$ cat src/rtl/csr_trap_unit.sv
// csr_trap_unit: machine-mode CSR file plus trap/mret sequencing at write-back.
//
// Ports:
//   clk, rst_n          clock (rising edge), asynchronous active-low reset
//   valid               an instruction retires in write-back this cycle
//   pc, ir              PC and raw instruction word of the retiring instruction
//   funct3, csr_addr    CSR op select and CSR address (ir[31:20])
//   rs1_data, zimm      register and immediate write operands
//   wr_csr_n            0 = perform the CSR write
//   is_illegal_ir       instruction is illegal (takes a trap)
//   is_ecall            instruction is ecall (takes a trap)
//   is_mret             instruction is mret
//   csr_rdata           combinational pre-write CSR value for rd write-back
//   redirect            registered one-cycle PC redirect / pipeline flush
//   redirect_pc         redirect target, valid while redirect is high
module csr_trap_unit #(
  parameter logic [31:0] MTVEC_RESET = 32'h0000_0100,
  parameter logic [31:0] MHARTID     = 32'h0000_0000
) (
  input  logic        clk,
  input  logic        rst_n,
  input  logic        valid,
  input  logic [31:0] pc,
  input  logic [31:0] ir,
  input  logic [2:0]  funct3,
  input  logic [11:0] csr_addr,
  input  logic [31:0] rs1_data,
  input  logic [4:0]  zimm,
  input  logic        wr_csr_n,
  input  logic        is_illegal_ir,
  input  logic        is_ecall,
  input  logic        is_mret,
  output logic [31:0] csr_rdata,
  output logic        redirect,
  output logic [31:0] redirect_pc
);

  localparam int unsigned XLEN = 32;
  localparam int unsigned CW   = 64;

  localparam logic [11:0] ADDR_MSTATUS   = 12'h300;
  localparam logic [11:0] ADDR_MTVEC     = 12'h305;
  localparam logic [11:0] ADDR_MSCRATCH  = 12'h340;
  localparam logic [11:0] ADDR_MEPC      = 12'h341;
  localparam logic [11:0] ADDR_MCAUSE    = 12'h342;
  localparam logic [11:0] ADDR_MTVAL     = 12'h343;
  localparam logic [11:0] ADDR_MCYCLE    = 12'hB00;
  localparam logic [11:0] ADDR_MCYCLEH   = 12'hB80;
  localparam logic [11:0] ADDR_MINSTRET  = 12'hB02;
  localparam logic [11:0] ADDR_MINSTRETH = 12'hB82;
  localparam logic [11:0] ADDR_MHARTID   = 12'hF14;

  localparam logic [XLEN-1:0] MTVEC_INIT   = MTVEC_RESET & 32'hFFFF_FFFC;
  localparam logic [XLEN-1:0] CAUSE_ILLEGAL = 32'd2;
  localparam logic [XLEN-1:0] CAUSE_ECALL   = 32'd11;

  typedef enum logic {
    RUN      = 1'b0,
    REDIRECT = 1'b1
  } state_t;

  state_t state;

  logic            mie;
  logic            mpie;
  logic [XLEN-1:0] mtvec;
  logic [XLEN-1:0] mscratch;
  logic [XLEN-1:0] mepc;
  logic [XLEN-1:0] mcause;
  logic [XLEN-1:0] mtval;
  logic [CW-1:0]   mcycle;
  logic [CW-1:0]   minstret;

  logic            run;
  logic            trap;
  logic            mret_fire;
  logic            retire;
  logic            csr_we;
  logic [XLEN-1:0] mstatus_rd;
  logic [XLEN-1:0] operand;
  logic [XLEN-1:0] wdata;

  // The low PC bits never reach mepc since mepc is always word aligned.
  logic unused_pc_lsbs;
  assign unused_pc_lsbs = ^pc[1:0];

  // Event decode; nothing fires while the flushed slot is in REDIRECT.
  always_comb begin
    run       = (state == RUN);
    trap      = valid && run && (is_illegal_ir || is_ecall);
    mret_fire = valid && run && is_mret && !trap;
    retire    = valid && run && !trap;
    csr_we    = valid && run && !wr_csr_n && !trap && (funct3[1:0] != 2'b00);
  end

  // mstatus view: MPP hard-wired to machine mode, only MIE/MPIE live.
  always_comb begin
    mstatus_rd     = '0;
    mstatus_rd[12] = 1'b1;
    mstatus_rd[11] = 1'b1;
    mstatus_rd[7]  = mpie;
    mstatus_rd[3]  = mie;
  end

  // Pre-write read mux; unimplemented addresses read zero.
  always_comb begin
    csr_rdata = '0;
    case (csr_addr)
      ADDR_MSTATUS:   csr_rdata = mstatus_rd;
      ADDR_MTVEC:     csr_rdata = mtvec;
      ADDR_MSCRATCH:  csr_rdata = mscratch;
      ADDR_MEPC:      csr_rdata = mepc;
      ADDR_MCAUSE:    csr_rdata = mcause;
      ADDR_MTVAL:     csr_rdata = mtval;
      ADDR_MCYCLE:    csr_rdata = mcycle[31:0];
      ADDR_MCYCLEH:   csr_rdata = mcycle[63:32];
      ADDR_MINSTRET:  csr_rdata = minstret[31:0];
      ADDR_MINSTRETH: csr_rdata = minstret[63:32];
      ADDR_MHARTID:   csr_rdata = MHARTID;
      default:        csr_rdata = '0;
    endcase
  end

  // Read-modify-write data for CSRRW/CSRRS/CSRRC and immediate forms.
  always_comb begin
    operand = funct3[2] ? {27'b0, zimm} : rs1_data;
    wdata   = csr_rdata;
    case (funct3[1:0])
      2'b01:   wdata = operand;
      2'b10:   wdata = csr_rdata | operand;
      2'b11:   wdata = csr_rdata & ~operand;
      default: wdata = csr_rdata;
    endcase
  end

  // Run/redirect sequencer with registered redirect outputs.
  always_ff @(posedge clk or negedge rst_n) begin
    if (!rst_n) begin
      state       <= RUN;
      redirect    <= 1'b0;
      redirect_pc <= '0;
    end else begin
      case (state)
        RUN: begin
          if (trap || mret_fire) begin
            state       <= REDIRECT;
            redirect    <= 1'b1;
            redirect_pc <= trap ? mtvec : mepc;
          end else begin
            redirect <= 1'b0;
          end
        end
        REDIRECT: begin
          state    <= RUN;
          redirect <= 1'b0;
        end
        default: begin
          state    <= RUN;
          redirect <= 1'b0;
        end
      endcase
    end
  end

  // mstatus interrupt-enable stack: trap pushes, mret pops, else CSR write.
  always_ff @(posedge clk or negedge rst_n) begin
    if (!rst_n) begin
      mie  <= 1'b0;
      mpie <= 1'b0;
    end else if (trap) begin
      mpie <= mie;
      mie  <= 1'b0;
    end else if (mret_fire) begin
      mie  <= mpie;
      mpie <= 1'b1;
    end else if (csr_we && (csr_addr == ADDR_MSTATUS)) begin
      mie  <= wdata[3];
      mpie <= wdata[7];
    end
  end

  // Trap state and plain read/write CSRs.
  always_ff @(posedge clk or negedge rst_n) begin
    if (!rst_n) begin
      mtvec    <= MTVEC_INIT;
      mscratch <= '0;
      mepc     <= '0;
      mcause   <= '0;
      mtval    <= '0;
    end else if (trap) begin
      mepc   <= {pc[31:2], 2'b00};
      mcause <= is_illegal_ir ? CAUSE_ILLEGAL : CAUSE_ECALL;
      mtval  <= is_illegal_ir ? ir : '0;
    end else if (csr_we) begin
      case (csr_addr)
        ADDR_MTVEC:    mtvec    <= {wdata[31:2], 2'b00};
        ADDR_MSCRATCH: mscratch <= wdata;
        ADDR_MEPC:     mepc     <= {wdata[31:2], 2'b00};
        ADDR_MCAUSE:   mcause   <= wdata;
        ADDR_MTVAL:    mtval    <= wdata;
        default:       ;
      endcase
    end
  end

  // 64-bit counters; a write to either half replaces that cycle's increment.
  always_ff @(posedge clk or negedge rst_n) begin
    if (!rst_n) begin
      mcycle   <= '0;
      minstret <= '0;
    end else begin
      if (csr_we && (csr_addr == ADDR_MCYCLE)) begin
        mcycle <= {mcycle[63:32], wdata};
      end else if (csr_we && (csr_addr == ADDR_MCYCLEH)) begin
        mcycle <= {wdata, mcycle[31:0]};
      end else begin
        mcycle <= mcycle + CW'(1);
      end

      if (csr_we && (csr_addr == ADDR_MINSTRET)) begin
        minstret <= {minstret[63:32], wdata};
      end else if (csr_we && (csr_addr == ADDR_MINSTRETH)) begin
        minstret <= {wdata, minstret[31:0]};
      end else if (retire) begin
        minstret <= minstret + CW'(1);
      end
    end
  end

endmodule

$ cat config.mk
export PLATFORM = sky130hd
export DESIGN_NAME = csr_trap_unit
export DESIGN_NICKNAME = d
export VERILOG_FILES = /design/src/rtl/csr_trap_unit.sv
export SDC_FILE = /design/constraint.sdc
export NUM_CORES = 1
export LEC_CHECK = 0
export BUFFER_PORTS_ARGS = -buffer_cell sky130_fd_sc_hd__buf_2
export CELL_PAD_IN_SITES_DETAIL_PLACEMENT = 0
export CELL_PAD_IN_SITES_GLOBAL_PLACEMENT = 1
export CORE_MARGIN = 2
export CORE_UTILIZATION = 35
export DETAILED_ROUTE_END_ITERATION = 16
export PLACE_DENSITY_LB_ADDON = 0.3
export SKIP_CTS_REPAIR_TIMING = 1
export SLEW_MARGIN = 20
export SYNTH_ARGS = -nofsm -noshare
export SYNTH_HDL_FRONTEND = slang
export SYNTH_SLANG_ARGS = --single-unit
$ cat constraint.sdc
create_clock -name clk -period 2.4 [get_ports clk]
set_input_delay 0.36 -clock clk [delete_from_list [all_inputs] [get_ports clk]]
set_output_delay 0.36 -clock clk [all_outputs]
set_load 0.02 [all_outputs]
# [Yosys cells after proc, flatten, opt, wreduce, memory -nomap -nowiden]
# Index checks and enable logic that the tools add are counted.
[word_totals] regBits=321 inputBits=123 output_inout_bits=65 word_cells=97
[op_classes] n_addsub=2 eq_ne=15 n_mux=28 bitwise_logic=6 n_reduce_logical=33
[op_table] operator="32-bit two-way mux" count=14
[op_table] operator="32-bit case mux with 10 select lines" count=1
[op_table] operator="64-bit two-way mux" count=3
[op_table] operator="64-bit by 1-bit adder with 64-bit output, second input constant" count=2
[op_table] operator="32-bit case mux with 3 select lines" count=1
[op_table] operator="12-bit by 10-bit equality test with 1-bit output, second input constant" count=6
[op_table] operator="12-bit equality test, second input constant" count=4
[op_table] operator="32-bit AND" count=1
[op_table] operator="32-bit NOT" count=1
[op_table] operator="32-bit bitwise OR" count=1
[op_table] operator="2-bit nonzero test" count=7
[op_table] operator="1-bit logical AND" count=13
[op_table] operator="2-bit AND reduction" count=6
[op_table] operator="1-bit two-way mux" count=7
[op_table] operator="3-bit AND reduction" count=2
[op_table] operator="2-bit equality test, second input constant" count=2
[op_table] operator="4-bit two-way mux" count=1
[op_table] operator="2-bit inequality test, second input constant" count=2
[op_table] operator="1-bit NOT" count=3
[op_table] operator="3-bit nonzero test" count=1
[op_table] operator="2-bit by 1-bit equality test with 1-bit output, second input constant" count=1
[op_table] operator="1-bit zero test" count=2
[op_table] operator="1-bit logical OR" count=2
[op_table] operator="1-bit case mux with 2 select lines" count=1

# [Logic depth before layout (Yosys ltp)]
# Gate-level depths: netlist of the first run.
[depth] word_depth=10 ltp_mapped=11 mapped_depth_nobuf=7

# [Worst setup path before layout of the first run]
# Ideal clock, no wire load.
[synth_timing] kind="register to register" startpoint="reg state" endpoint="reg mcycle[46]" setup_time_ns=0.152 arrival_ns=2.501 required_time_ns=2.248 path_slack_ns=-0.253 path_stages_with_launch=10 path_buffers=3 synth_period_minus_slack_ns=2.653 path_cell_list="dfrtp_1 > or4b_1 > or2_2 > clkbuf_1 > buf_2 > nor2_1 > buf_2 > a21oi_1 > o31ai_1 > o21ai_0"
[synth_via] elab_chain_cells=8 word_cells_on_any_way=10 classes_between="mux (1); bitwise (1); reduce/logical (8)"
[synth_rtl] item="start, declared" line_no="62" text="state_t state;"
[synth_rtl] item="start signal, assigned" line_no="139" text="state <= RUN;"
[synth_rtl] item="start signal, assigned" line_no="146" text="state <= REDIRECT;"
[synth_rtl] item="start signal, assigned" line_no="154" text="state <= RUN;"
[synth_rtl] item="1-bit NOT (no source line) (*)"
[synth_rtl] item="1-bit logical AND (*)" line_no="90, 93"
[synth_rtl] item="1-bit logical AND" line_no="90" text="trap = valid && run && (is_illegal_ir || is_ecall);"
[synth_rtl] item="1-bit zero test" line_no="93" text="csr_we = valid && run && !wr_csr_n && !trap && (funct3[1:0] != 2'b00);"
[synth_rtl] item="1-bit logical AND (*) (2 in a row)" line_no="93"
[synth_rtl] item="1-bit logical AND" line_no="214" text="end else if (csr_we && (csr_addr == ADDR_MCYCLEH)) begin"
[synth_rtl] item="64-bit two-way mux" line_no="214"
[synth_rtl] item="end signal, assigned" line_no="213" text="mcycle <= {mcycle[63:32], wdata};"
[synth_rtl] item="end signal, assigned" line_no="215" text="mcycle <= {wdata, mcycle[31:0]};"
[synth_rtl] item="end signal, assigned" line_no="217" text="mcycle <= mcycle + CW'(1);"
[synth_rtl] item="end, declared" line_no="71" text="logic [CW-1:0] mcycle;"
# Every way passes the cells marked *; elsewhere a longest branch is shown, timed or not. The select of a mux whose other input is x is not followed.
# A chain may end at the register's enable or synchronous reset.

# [Worst setup path after layout of the first run]
[layout_timing] startpoint="reg mepc[16]" endpoint="out csr_rdata[16]"
[layout_via] elab_chain_cells=1
[layout_rtl] item="start, declared" line_no="68" text="logic [XLEN-1:0] mepc;"
[layout_rtl] item="start signal, assigned" line_no="191" text="mepc <= {pc[31:2], 2'b00};"
[layout_rtl] item="start signal, assigned" line_no="198" text="ADDR_MEPC: mepc <= {wdata[31:2], 2'b00};"
[layout_rtl] item="32-bit case mux with 10 select lines" line_no="108" text="case (csr_addr)"
[layout_rtl] item="end, declared" line_no="33" text="output logic [31:0] csr_rdata,"
# Every way passes these cells.

==> flow_metrics.tcl, run 1 <==
set metrics [dict create \
    relSlewSlack 0.3662 \
    fmax_ghz 0.3576 \
    hold_class "primary input to flop" \
    fin_area_sq_um 30500 \
    synthArstFlopShare 1.000 \
    grt_first_pass_wirelength_microns 157600 \
    yosysMostFrequentCell "dfrtp_1" \
    pin_count 188 \
    synth.largest_area_cell "dfrtp_1" \
    cp_max_fo 3 \
    first_global_vias 22532 \
    core_sq_um 56170 \
    h-tree-depth 2 \
    cts.sinks 317 \
    hold_depth 3 \
    ys_ff_latch 317 \
    syn_area_sq_um 19800 \
    grtUsageTotal 0.3638 \
    cts_made_buffers 41 \
    grt_antenna_before_repair 1 \
    vias_per_cell 6.280 \
    ys_types 92 \
    dr_total_vias 24248 \
    place.gp.congestion 1.016 \
    cp.required_ps 2040 \
    syn2layout_area_growth_pct 54.04 \
    yosysWarnings 0 \
    port_buffers 183 \
    finalMaxSlewViolations 0 \
    setup_viol 41 \
    initial_core_util 0.3525 \
    status "complete, but fails checks" \
    min_period_ps 2797 \
    postPlaceCellArea_sq_um 26120 \
    die_w_microns 241.9 \
    grt_remaining_overflow 0 \
    syn_inst 2354 \
    p_leak_nw 13.38 \
    drive_gt1_frac 0.3852 \
    worst_slack_ps -396.7 \
    drt_pass1_iterations 7 \
    rows 87 \
    drt_iter0_drc 3046 \
    fin_util 0.5431 \
    max-cap-violations 0 \
    start_kind "flop" \
    peakVddDrop_uv 502.4 \
    violations "negative hold slack, negative setup slack" \
    drcViolationCount 0 \
    path_class "flop to output pin" \
    cp.arrival_ps 2440 \
    grt_max_degree 55 \
    ys_seq_area_frac 0.4007 \
    fin_total_pwr_mw 15.19 \
    insertion_delay_ps 580 \
    clk_path_buf_depth 3 \
    die_area_sq_um 58490 \
    grt_setup_unrepaired "true" \
    regToRegStartpoint "mcycle[23]" \
    root_buffer "clkbuf_16" \
    post_drt_wl_per_cell_microns 29.53 \
    die_y_microns 241.9 \
    synth_top_area_frac 0.3993 \
    clock_skew_ps 21.09 \
    synth_top_cells_by_area "dfrtp_1 40%, o21ai_0 5.4%, nand2_1 5.1%" \
    finalHoldViolations 1 \
    holdWs_ps -5.449 \
    tritoncts "built" \
    r2r_slack_ps -70 \
    synth_area_per_cell_sq_um 8.412 \
    powerDensity_nw_per_um2 497.9 \
    min_to "mepc[3]" \
    dpl.hpwl_microns 85260 \
    hp-start "pc[3]" \
    synth-edff-count 0 \
    fin_nets 3199 \
    netlist_top_cells_count "316 x dfrtp_1, 269 x nand2_1, 214 x o21ai_0" \
    drt_wl_total_microns 114000 \
    ant_nets 0 \
    clkTransAtPathRegs_ps 70 \
    diodes 0 \
    tightest_slew_ps 949.7 \
    critPathCaptureType "output pin" \
    rr_worst_depth 8 \
    worstReg2RegEnd "mcycle[42]" \
    synth_flop_cell "dfrtp_1" \
    period_share 1.165 \
]
## power breakdown
part	internal [mW]	switching [mW]	total, mW
clock network	4.07	2.69	6.76
registers	5.67	0.376	6.05
logic	0.970	1.41	2.38
## worst max path at each step
stage	start	to	slack, ps
floorplan	csr_addr[0]	minstret[61]	-140
global route	mepc[16]	csr_rdata[16]	-410
CTS	mscratch[12]	csr_rdata[12]	-630
detailed placement	csr_addr[1]	mcycle[40]	-600
finish	mepc[16]	csr_rdata[16]	-400
global placement	csr_addr[1]	mcycle[40]	-620
## worst max-delay path, stage by stage, from the launching register on
cell	delay, ps
dfrtp_1	410
mux4_2	520
and4_1	180
a221o_1	330
or2_4	270
buf_6	130
## placed cells by master, fill, tap and decap left out, drive strengths merged, types with 11 or more instances in the layout
master | Yosys | routed
a211oi | 39 | 39
a21oi | 130 | 130
a22o | 12 | 12
a22oi | 91 | 91
a31oi | 33 | 33
and2 | 27 | 27
and3 | 47 | 47
and4 | 29 | 29
buf | 51 | 861
clkbuf | 149 | 65
dfrtp | 316 | 316
inv | 18 | 20
mux2 | 14 | 14
mux2i | 29 | 29
nand2 | 270 | 270
nand2b | 31 | 31
nand3 | 108 | 108
nand4 | 111 | 111
nor2 | 147 | 148
nor2b | 15 | 15
nor3 | 47 | 47
nor4 | 36 | 36
o211a | 11 | 11
o211ai | 66 | 66
o21ai | 232 | 232
o221ai | 22 | 22
o22ai | 34 | 34
or2 | 11 | 11
or3 | 21 | 21
or4 | 22 | 22
xnor2 | 22 | 22
## layout make-up
cell class / instances / area (sq um)
sequential: 317 / 7939
timing repair buffer: 875 / 7821
tap: 756 / 945.9
fill: 5175 / 25670
inverter: 18 / 67.56
multi-input combinational: 1821 / 12290
clock inverter: 22 / 280.3
clock buffer: 52 / 1160
## metal layers
| metal | vias to the layer above | routed length, microns | track usage |
|---|---|---|---|
| met5 | - | 0 | 0 |
| met4 | 0 | 7253 | 0.1946 |
| met3 | 340 | 9744 | 0.05427 |
| met2 | 1415 | 51170 | 0.5683 |
| met1 | 12043 | 45840 | 0.4869 |
| li1 | 10450 | - | - |
## cell families after synthesis
| kind of cell | synth area share |
|---|---|
| mux | 0.02603 |
| buf+inv | 0.04461 |
| xor+xnor | 0.01238 |
| compound gates | 0.2599 |
| other cells | 0.0001894 |
| flops | 0.4007 |
| simple gates | 0.2550 |
| fa+ha+maj | 0.001264 |
## flip-flops by register name, summed over array words and instances (netlist names)
signal / count
minstret: 64
mtvec: 30
mcause: 32
mcycle: 64
mtval: 32
redirect_pc: 30
mpie: 1
mscratch: 32
mie: 1
mepc: 30
state: 1
## per-stage QoR
stage               cells  TNS, ps  setup WS (ps)
floorplan            2355   -950.9         -140.7
global placement     3653   -86330         -618.3
detailed placement   3653   -93360         -604.3
CTS                  3727   -16620         -626.3
global route         3861    -6830         -406.5
finish               3861    -5280         -396.7
Note: power is estimated with default switching activity, not from simulation.
==> inputs of run 2 (changes only) <==
HOLD_SLACK_MARGIN = 0.15   (was unset)
REMOVE_ABC_BUFFERS = 1   (was unset)
==> flow_metrics.tcl, run 2 (synthesized netlist as in run 1, its figures left out) <==
set metrics [dict create \
    drcViolationCount 0 \
    relSlewSlack 0.4675 \
    initial_core_util 0.3525 \
    syn2layout_area_growth_pct 58.85 \
    setup-tns-final_ps -4612 \
    drive_gt1_frac 0.3834 \
    top_regs "mcycle: 64 flops, minstret: 64 flops" \
    hold_class "primary input to flop" \
    port_buffers 183 \
    grt_max_degree 60 \
    period_share 1.133 \
    cp_max_fo 2 \
    status "complete, but fails checks" \
    tritoncts "built" \
    cp.arrival_ps 2360 \
    clk_path_buf_depth 3 \
    final_common_cell "buf_4" \
    r2r_slack_ps -130 \
    multi_input_area_sq_um 12160 \
    grt_remaining_overflow 0 \
    pin_count 188 \
    critPathCaptureType "output pin" \
    peakVddDrop_uv 442.3 \
    grt_first_pass_wirelength_microns 172300 \
    drt_wl_total_microns 127400 \
    dp.cells 3712 \
    clkTransAtPathRegs_ps 60 \
    grtUsageTotal 0.4082 \
    path_class "flop to output pin" \
    rows 87 \
    start_kind "flop" \
    min_period_ps 2719 \
    die_area_sq_um 58490 \
    p_leak_nw 13.79 \
    die_y_microns 241.9 \
    core_sq_um 56170 \
    cts_made_buffers 42 \
    drt_iter0_drc 2807 \
    dr_total_vias 24989 \
    die_w_microns 241.9 \
    cts.sinks 317 \
    h-tree-depth 2 \
    vias_per_cell 6.312 \
    setup_viol 45 \
    dpl.hpwl_microns 95990 \
    drt_pass1_iterations 6 \
    diodes 0 \
    fin_total_pwr_mw 15.52 \
    finalMaxSlewViolations 0 \
    grt_setup_unrepaired "true" \
    postPlaceCellArea_sq_um 26610 \
    finalHoldViolations 0 \
    grt_antenna_before_repair 9 \
    hold_depth 3 \
    mostFrequentLayoutCells "557 x buf_4, 308 x dfrtp_1, 254 x nand2_1" \
    ant_nets 0 \
    fin_area_sq_um 31450 \
    powerDensity_nw_per_um2 493.4 \
    fillCellCount 5228 \
    fmax_ghz 0.3678 \
    first_global_vias 23295 \
    clock_skew_ps 36.31 \
    rr_worst_depth 7 \
    max-cap-violations 0 \
    tightest_slew_ps 798.7 \
    violations "negative setup slack" \
    place.gp.congestion 1.033 \
    post_drt_wl_per_cell_microns 32.17 \
    seqCellArea_sq_um 7944 \
    insertion_delay_ps 600 \
    worst_slack_ps -319.2 \
    layout.cells.non_filler 3959 \
    cp.required_ps 2040 \
    root_buffer "clkbuf_16" \
    fin_nets 3296 \
]
[run 2: worst max-delay path, cell delays in order, from the launching register on]
cell and delay [ps]:
dfrtp_1 380, mux4_2 510, and4_1 200, a221o_1 310, or2_4 260, buf_6 130
[run 2: routing by layer]
layer	vias up	GRT usage	share of wire
li1	10633	-	-
met1	12365	0.5318	0.39
met2	1570	0.6469	0.44
met3	415	0.07691	0.098
met4	6	0.2093	0.068
met5	-	0	0.00034
[run 2: layout make-up]
cell class	instances	area share
Timing Repair Buffer	972	0.2827
Clock buffer	57	0.03843
Tap cell	756	0.03007
Clock inverter	19	0.007399
Sequential cell	317	0.2526
Multi-Input combinational cell	1820	0.3867
Inverter	18	0.002148
[run 2: per-stage QoR]
step / hold slack [ps] / setup slack [ps] / util
floorplan: 64.41 / -3771 / -
global placement: 420.5 / -1819 / 0.4735
detailed placement: 419.0 / -814.2 / 0.4738
CTS: -208.1 / -589.7 / 0.4995
global route: 153.9 / -371.6 / 0.5600
finish: 133.8 / -319.2 / 0.5600
[run 2: final timing paths]
kind                                  start       endpoint
worst min register to register  mscratch[4]    mscratch[4]
max in group asynchronous             rst_n     mcycle[43]
worst max-delay path             mcause[16]  csr_rdata[16]
worst min-delay path                 ir[28]      mtval[28]
min in group asynchronous             rst_n   minstret[29]
worst max register to register   mcause[16]     mcycle[48]
[run 2: power by group]
part	total, mW	switching [mW]	leakage [nW]	internal [mW]
Sequential	5.97	0.302	4.04	5.67
Combinational	2.79	1.62	9.04	1.16
Clock	6.76	2.70	0.713	4.06
